File: src/rtl/i8254_pkg.sv
// rtl/i8254_pkg.sv - shared mode/RW encodings and load-state type for the 8254 counter channel
package i8254_pkg;

  localparam logic [2:0] MODE0 = 3'd0;
  localparam logic [2:0] MODE2 = 3'd2;
  localparam logic [2:0] MODE3 = 3'd3;

  localparam logic [1:0] RW_LATCH = 2'b00;
  localparam logic [1:0] RW_LSB   = 2'b01;
  localparam logic [1:0] RW_MSB   = 2'b10;
  localparam logic [1:0] RW_BOTH  = 2'b11;

  // IDLE: no count yet; HALT: mode 0 waiting for MSB; PEND: load on next tick; RUN: counting
  typedef enum logic [1:0] {
    ST_IDLE,
    ST_HALT,
    ST_PEND,
    ST_RUN
  } load_state_t;

  function automatic logic [2:0] decode_mode(input logic [2:0] m);
    case (m)
      3'b110:  return MODE2;
      3'b111:  return MODE3;
      default: return m;
    endcase
  endfunction

endpackage

File: src/rtl/counter_8254_bus.sv
// rtl/counter_8254_bus.sv - data-bus side of a counter channel: byte pointers, CR assembly,
// output latch and registered read mux
module counter_8254_bus
  import i8254_pkg::*;
#(
  parameter int WIDTH = 16
) (
  input  logic             clk,
  input  logic             rst,
  input  logic             i_en,
  input  logic             i_wr_strobe,
  input  logic             i_rd_strobe,
  input  logic             i_ctrl_wr,
  input  logic [1:0]       i_ctrl_rw,
  input  logic [7:0]       i_data_in,
  input  logic [WIDTH-1:0] i_ce,
  output logic [WIDTH-1:0] o_cr,
  output logic             o_wr_done,
  output logic             o_wr_first,
  output logic [7:0]       o_data_out
);

  logic [1:0]       r_rw;
  logic             r_wr_ptr;
  logic             r_rd_ptr;
  logic             r_latched;
  logic [WIDTH-1:0] r_ol;
  logic [WIDTH-1:0] r_cr;
  logic [7:0]       r_data_out;

  logic             w_cw;
  logic             w_latch_cmd;
  logic             w_wr;
  logic             w_rd;
  logic             w_rd_msb;
  logic             w_rd_last;
  logic [WIDTH-1:0] w_src;

  assign w_cw        = i_ctrl_wr && (i_ctrl_rw != RW_LATCH);
  assign w_latch_cmd = i_ctrl_wr && (i_ctrl_rw == RW_LATCH);
  // A control word in the same cycle swallows the data write
  assign w_wr        = i_wr_strobe && i_en && !i_ctrl_wr;
  assign w_rd        = i_rd_strobe && i_en;

  assign o_wr_done  = w_wr && ((r_rw != RW_BOTH) || r_wr_ptr);
  assign o_wr_first = w_wr && (r_rw == RW_BOTH) && !r_wr_ptr;

  assign w_src     = r_latched ? r_ol : i_ce;
  assign w_rd_msb  = (r_rw == RW_MSB) || ((r_rw == RW_BOTH) && r_rd_ptr);
  assign w_rd_last = (r_rw != RW_BOTH) || r_rd_ptr;

  always_ff @(posedge clk) begin
    if (rst) begin
      r_rw       <= RW_LSB;
      r_wr_ptr   <= 1'b0;
      r_rd_ptr   <= 1'b0;
      r_latched  <= 1'b0;
      r_ol       <= '0;
      r_cr       <= '0;
      r_data_out <= 8'h00;
    end else begin
      if (w_rd) begin
        r_data_out <= w_rd_msb ? w_src[WIDTH-1:8] : w_src[7:0];
        if (r_rw == RW_BOTH) r_rd_ptr <= ~r_rd_ptr;
        if (w_rd_last) r_latched <= 1'b0;
      end
      if (w_wr) begin
        case (r_rw)
          RW_LSB: r_cr <= {8'h00, i_data_in};
          RW_MSB: r_cr <= {i_data_in, 8'h00};
          default: begin
            if (r_wr_ptr) r_cr[WIDTH-1:8] <= i_data_in;
            else          r_cr[7:0]       <= i_data_in;
            r_wr_ptr <= ~r_wr_ptr;
          end
        endcase
      end
      if (w_cw) begin
        r_rw      <= i_ctrl_rw;
        r_wr_ptr  <= 1'b0;
        r_rd_ptr  <= 1'b0;
        r_latched <= 1'b0;
      end else if (w_latch_cmd && !r_latched) begin
        r_ol      <= i_ce;
        r_latched <= 1'b1;
      end
    end
  end

  assign o_cr       = r_cr;
  assign o_data_out = r_data_out;

endmodule

File: src/rtl/counter_8254.sv
// rtl/counter_8254.sv - one 8254 counter channel (modes 0/2/3, binary only):
// counting element, load sequencing and OUTn
module counter_8254
  import i8254_pkg::*;
#(
  parameter int WIDTH = 16
) (
  input  logic       clk,
  input  logic       rst,
  input  logic       en,
  input  logic       wr_strobe,
  input  logic       rd_strobe,
  input  logic       ctrl_wr,
  input  logic [1:0] ctrl_rw,
  input  logic [2:0] ctrl_mode,
  input  logic [7:0] data_in,
  output logic [7:0] data_out,
  input  logic       count_tick,
  input  logic       gate,
  output logic       out
);

  load_state_t      r_state;
  load_state_t      w_state_next;
  logic [2:0]       r_mode;
  logic [2:0]       w_mode_dec;
  logic [WIDTH-1:0] r_ce;
  logic [WIDTH-1:0] w_cr;
  logic [WIDTH-1:0] w_m3_sub;
  logic [WIDTH-1:0] w_m3_next;
  logic             r_out;
  logic             r_first;
  logic             r_odd;
  logic             r_gate_reload;
  logic             w_wr_done;
  logic             w_wr_first;
  logic             w_cw;
  logic             w_load;
  logic             w_run_tick;
  logic             w_m3_zero;
  logic             w_sq_mode;

  counter_8254_bus #(.WIDTH(WIDTH)) u_bus (
    .clk         (clk),
    .rst         (rst),
    .i_en        (en),
    .i_wr_strobe (wr_strobe),
    .i_rd_strobe (rd_strobe),
    .i_ctrl_wr   (ctrl_wr),
    .i_ctrl_rw   (ctrl_rw),
    .i_data_in   (data_in),
    .i_ce        (r_ce),
    .o_cr        (w_cr),
    .o_wr_done   (w_wr_done),
    .o_wr_first  (w_wr_first),
    .o_data_out  (data_out)
  );

  assign w_mode_dec = decode_mode(ctrl_mode);
  assign w_cw       = ctrl_wr && (ctrl_rw != RW_LATCH);
  assign w_sq_mode  = (r_mode == MODE2) || (r_mode == MODE3);
  assign w_load     = (r_state == ST_PEND) && count_tick && !w_cw;
  assign w_run_tick = (r_state == ST_RUN) && count_tick && !w_cw;

  // Odd square-wave counts spend one extra tick high: the first step after reload is 1 or 3
  assign w_m3_sub  = (r_first && r_odd) ? (r_out ? WIDTH'(1) : WIDTH'(3)) : WIDTH'(2);
  assign w_m3_next = r_ce - w_m3_sub;
  assign w_m3_zero = (w_m3_next == '0);

  always_ff @(posedge clk) begin
    if (rst) r_state <= ST_IDLE;
    else     r_state <= w_state_next;
  end

  always_comb begin
    w_state_next = r_state;
    if (w_cw) begin
      w_state_next = ST_IDLE;
    end else begin
      case (r_state)
        ST_IDLE: begin
          if (w_wr_done)                              w_state_next = ST_PEND;
          else if (w_wr_first && (r_mode == MODE0))   w_state_next = ST_HALT;
        end
        ST_HALT: begin
          if (w_wr_done) w_state_next = ST_PEND;
        end
        ST_PEND: begin
          if (w_wr_done)                              w_state_next = ST_PEND;
          else if (w_wr_first && (r_mode == MODE0))   w_state_next = ST_HALT;
          else if (count_tick)                        w_state_next = ST_RUN;
        end
        ST_RUN: begin
          // Modes 2/3 pick up a new CR at their own reload, so only mode 0 re-arms here
          if (r_mode == MODE0) begin
            if (w_wr_done)       w_state_next = ST_PEND;
            else if (w_wr_first) w_state_next = ST_HALT;
          end
        end
        default: w_state_next = ST_IDLE;
      endcase
    end
  end

  always_ff @(posedge clk) begin
    if (rst) begin
      r_ce          <= '0;
      r_mode        <= MODE0;
      r_out         <= 1'b1;
      r_first       <= 1'b0;
      r_odd         <= 1'b0;
      r_gate_reload <= 1'b0;
    end else if (w_cw) begin
      r_mode        <= w_mode_dec;
      r_out         <= (w_mode_dec != MODE0);
      r_gate_reload <= 1'b0;
    end else begin
      if (w_load) begin
        r_ce          <= w_cr;
        r_out         <= (r_mode != MODE0);
        r_first       <= 1'b1;
        r_odd         <= w_cr[0];
        r_gate_reload <= 1'b0;
      end else if (w_run_tick && gate) begin
        case (r_mode)
          MODE0: begin
            r_ce <= r_ce - WIDTH'(1);
            if (r_ce == WIDTH'(1)) r_out <= 1'b1;
          end
          MODE2: begin
            if (r_gate_reload || (r_ce == WIDTH'(1))) begin
              r_ce          <= w_cr;
              r_out         <= 1'b1;
              r_gate_reload <= 1'b0;
            end else if (r_ce == WIDTH'(2)) begin
              r_ce  <= WIDTH'(1);
              r_out <= 1'b0;
            end else begin
              r_ce <= r_ce - WIDTH'(1);
            end
          end
          MODE3: begin
            if (r_gate_reload || w_m3_zero) begin
              r_ce          <= w_cr;
              r_odd         <= w_cr[0];
              r_first       <= 1'b1;
              r_out         <= r_gate_reload ? 1'b1 : ~r_out;
              r_gate_reload <= 1'b0;
            end else begin
              r_ce    <= w_m3_next;
              r_first <= 1'b0;
            end
          end
          default: ;
        endcase
      end
      if (r_mode == MODE0 && (w_wr_done || w_wr_first)) r_out <= 1'b0;
      if (!gate && w_sq_mode) begin
        r_out <= 1'b1;
        if (r_state != ST_IDLE) r_gate_reload <= 1'b1;
      end
    end
  end

  // Gate low forces OUT high in modes 2/3 without waiting for the clock
  assign out = r_out || (!gate && w_sq_mode);

endmodule
File: config.mk
export PLATFORM = sky130hd
export DESIGN_NAME = counter_8254
export DESIGN_NICKNAME = d
export VERILOG_FILES = /design/src/rtl/i8254_pkg.sv /design/src/rtl/counter_8254_bus.sv /design/src/rtl/counter_8254.sv
export SDC_FILE = /design/constraint.sdc
export NUM_CORES = 1
export LEC_CHECK = 0
export CAP_MARGIN = 20
export CORE_MARGIN = 1.5
export CORE_UTILIZATION = 50
export CTS_BUF_LIST = sky130_fd_sc_hd__clkbuf_8
export DETAILED_ROUTE_END_ITERATION = 8
export DONT_BUFFER_PORTS = 1
export HOLD_SLACK_MARGIN = 0.03
export PLACE_DENSITY = 0.64
export SYNTH_ARGS = -nofsm -noshare
export SYNTH_HDL_FRONTEND = slang
export SYNTH_HIERARCHICAL = 1
export SYNTH_SLANG_ARGS = --single-unit
File: constraint.sdc
create_clock -name clk -period 2.8 [get_ports clk]
set_clock_uncertainty 0.05 [all_clocks]
set_input_delay 0.56 -clock clk [delete_from_list [all_inputs] [get_ports clk]]
set_output_delay 0.56 -clock clk [all_outputs]
set_load 0.05 [all_outputs]
==> impl_metrics.py <==
metrics = {
    "outcome": {
        "status": "complete, no violations",
    },
    "clocking": {
        "cts_hold_buf": 0,
        "clk_latency_ns": 0.36,
        "clock_sinks": 70,
        "cts_root_buf": "clkbuf_8",
        "numCtsBuffers": 9,
        "path_clk_slew_ns": 0.09,
        "cts_tree": "built",
        "cts_buffer_depth": 2,
        "cts_htree_levels": 3,
    },
    "routing": {
        "drt-wirelength-per-cell_um": 19.61,
        "vias": 4999,
        "dr.pass1.iters": 6,
        "drtIter0Drc": 484,
        "drc": 0,
        "antenna_left": 0,
        "wl_um": 15280,
        "vias_per_cell": 6.417,
    },
    "logic_synthesis": {
        "synth_top_area_share_pct": 29.17,
        "synth.most_common_cell": "nand2_1",
        "synthCells": 620,
        "synthTopCellsByArea": "dfxtp_1 29%, a21oi_1 7.4%, nand2_1 5.7%",
        "synthesis.area_sq_um": 4805,
        "synth_edf_count": 0,
        "synth_area_per_cell_sq_um": 7.749,
        "ys_async_sr_fraction_pct": 0,
        "yosysWarningCount": 6,
        "synth_top_area_cell": "dfxtp_1",
        "synth.distinct_cells": 80,
        "synth_top_flop_cell": "dfxtp_1",
        "synth.yosys.seq_area_share_pct": 29.17,
        "synth_common_cells": "73 x nand2_1, 71 x a21oi_1, 70 x dfxtp_1",
        "ys_ff_latch": 70,
        "syn_nets": 654,
    },
    "sta": {
        "rsz0062_at_grt": "true",
        "hold_slack_ns": 0.2215,
        "period_needed_ns": 2.707,
        "slew_headroom_pct": 44.07,
        "fin_crit_sh_pct": 96.68,
        "hold_viol": 0,
        "finalSetupViolCount": 0,
        "fin_ws_ns": 0.09292,
        "worst_slew_pin_slew_ns": 0.8354,
        "max_freq_mhz": 369.4,
        "slew_viol_final": 0,
    },
    "global_route": {
        "grt_util_all_layers_pct": 31.21,
        "grt_busiest_layer": "met2",
        "first_global_vias": 4687,
        "grt_pass1_wl_um": 24700,
        "grt_util_met2_pct": 47.14,
        "grtUsageMet3_pct": 6.241,
        "grt_overflow": 0,
        "grt_max_degree": 65,
        "met1_usage_pct": 44.03,
        "antenna_found_initial": 0,
    },
    "die": {
        "pin_count": 30,
        "rows": 35,
        "die_w_um": 101.0,
        "die_h_um": 101.0,
        "core_area_sq_um": 9284,
        "die-area_sq_um": 10210,
        "initial_core_util_pct": 51.75,
    },
    "final_layout": {
        "finalCoreUtilization_pct": 59.54,
        "antenna_cells": 0,
        "seqCellArea_sq_um": 1405,
        "layoutNonFillerInstCount": 779,
        "drive_gt1_share_pct": 20.92,
        "fin_nets": 679,
        "num-fill-cells": 867,
        "multiInputGateArea_sq_um": 3253,
        "area_delta_synth_final_pct": 15.05,
    },
    "hold_path": {
        "hp-class": "input port to flop",
    },
    "worst_setup_path": {
        "crit_path_start_kind": "flop",
        "required_ns": 3.01,
        "critical_path_class": "flop to flop",
        "cp_data_arrival_time_ns": 2.92,
        "reg2reg_slack_ns": 0.09,
        "path_max_fanout": 4,
        "cp-end-kind": "flop",
    },
    "place": {
        "dpl.hpwl_um": 11030,
        "place_ws_ns": -0.1645,
        "dpl.cell_count": 761,
        "port_buffers": 0,
        "gp_congestion": 0.9433,
    },
    "power_and_ir_drop": {
        "worst_ir_drop_vdd_uv": 217.8,
        "p_per_area_nw_per_um2": 376.9,
        "power.leakage_nw": 2.009,
    },
    "job": {
        "maxCapViolations": 0,
    },
}
-- final timing paths --
path                               startpoint             to  depth (start not counted)
worst max-delay path                    r_odd        r_ce[1]                         13
worst min-delay path                      rst  u_bus/r_ol[2]                          1
worst max register to register          r_odd        r_ce[1]                         13
worst min register to register  u_bus/r_ol[0]  u_bus/r_ol[0]                          2
-- cells by family (layout without fill, tap and decap cells) --
logic type	Yosys count	after routing	synth area share (%)
adder cells (fa/ha/maj)	13	13	3.542
XOR/XNOR	10	10	1.823
AND/OR/NAND/NOR	240	240	26.72
multiplexers	9	9	4.037
flip-flops	70	70	29.17
AO/OA/AOI/OAI	211	211	28.13
buffers and inverters	67	97	6.588
-- what timing repair did --
action | CTS | global route
endpoints found under the setup margin | 15 | 19
gates resized for setup | 6 | 36
setup buffers | 0 | 2
pin swaps | 1 | 22
-- state kept, by name, indices dropped and copies added, names as in the netlist --
signal,cells
r_ce,16
u_bus/r_ol,16
r_odd,1
u_bus/o_data_out,8
r_state,2
r_gate_reload,1
u_bus/r_wr_ptr,1
r_first,1
u_bus/r_latched,1
r_out,1
u_bus/r_rd_ptr,1
u_bus/o_cr,16
u_bus/r_rw,2
r_mode,3
-- routing by layer --
layer | vias up | routed length (um) | part of all wire (%)
met3 | 30 | 1440 | 9.4
li1 | 2344 | - | -
met5 | - | 0 | 0
met2 | 247 | 6759 | 44
met4 | 0 | 353 | 2.3
met1 | 2378 | 6725 | 44
-- metrics by stage --
| stage | setup TNS (ns) | power (mW) | instance area (sq um) |
|---|---|---|---|
| 2_1_floorplan | 0 | 1.244 | 4806 |
| 3_3_place_gp | -0.2115 | 1.301 | 5157 |
| 5_1_grt | -0.2848 | 2.167 | 5528 |
| 6_report | 0 | 2.084 | 5528 |
| 3_5_place_dp | -0.6009 | 1.305 | 5157 |
| 4_1_cts | 0 | 2.084 | 5356 |
-- layout make-up --
class,instances,area share [%]
Clock buffer,10,2.490
Clock inverter,6,0.8148
Inverter,23,1.562
Multi-Input combinational cell,483,58.85
Sequential cell,70,25.42
Tap cell,129,2.920
Timing Repair Buffer,58,7.945
-- placed cells by master, fill, tap and decap left out, drive strengths merged, types with 4 or more instances in the layout --
cell,n
nand3,14
or3,7
o211ai,6
o21a,5
xor2,5
o31a,4
or2,4
mux4,8
nor2b,12
clkbuf,10
nand4,21
nor3,16
a31oi,7
o2111ai,4
inv,24
ha,12
nor3b,4
xnor2,5
buf,58
a22o,8
a21oi,73
o21ai,53
nand2,75
nand2b,8
nor2,47
nor4,12
o311ai,4
a211oi,9
o31ai,4
dfxtp,70
-- critical path, stage by stage, from the launching register on --
cell	delay (ns)
dfxtp_2	0.34
and2_4	0.18
nand2_4	0.06
buf_6	0.12
fa_2	0.38
xnor2_2	0.18
nand2_2	0.08
nor4_4	0.29
buf_4	0.17
nand4_1	0.11
buf_4	0.20
a31o_4	0.22
o221ai_2	0.16
nor2_1	0.06
-- power breakdown --
part,internal (mW),switching [mW],total [mW]
sequential,1.01,0.0244,1.03
combinational,0.103,0.163,0.267
clock,0.348,0.435,0.783
(Power assumes the default switching activity.)
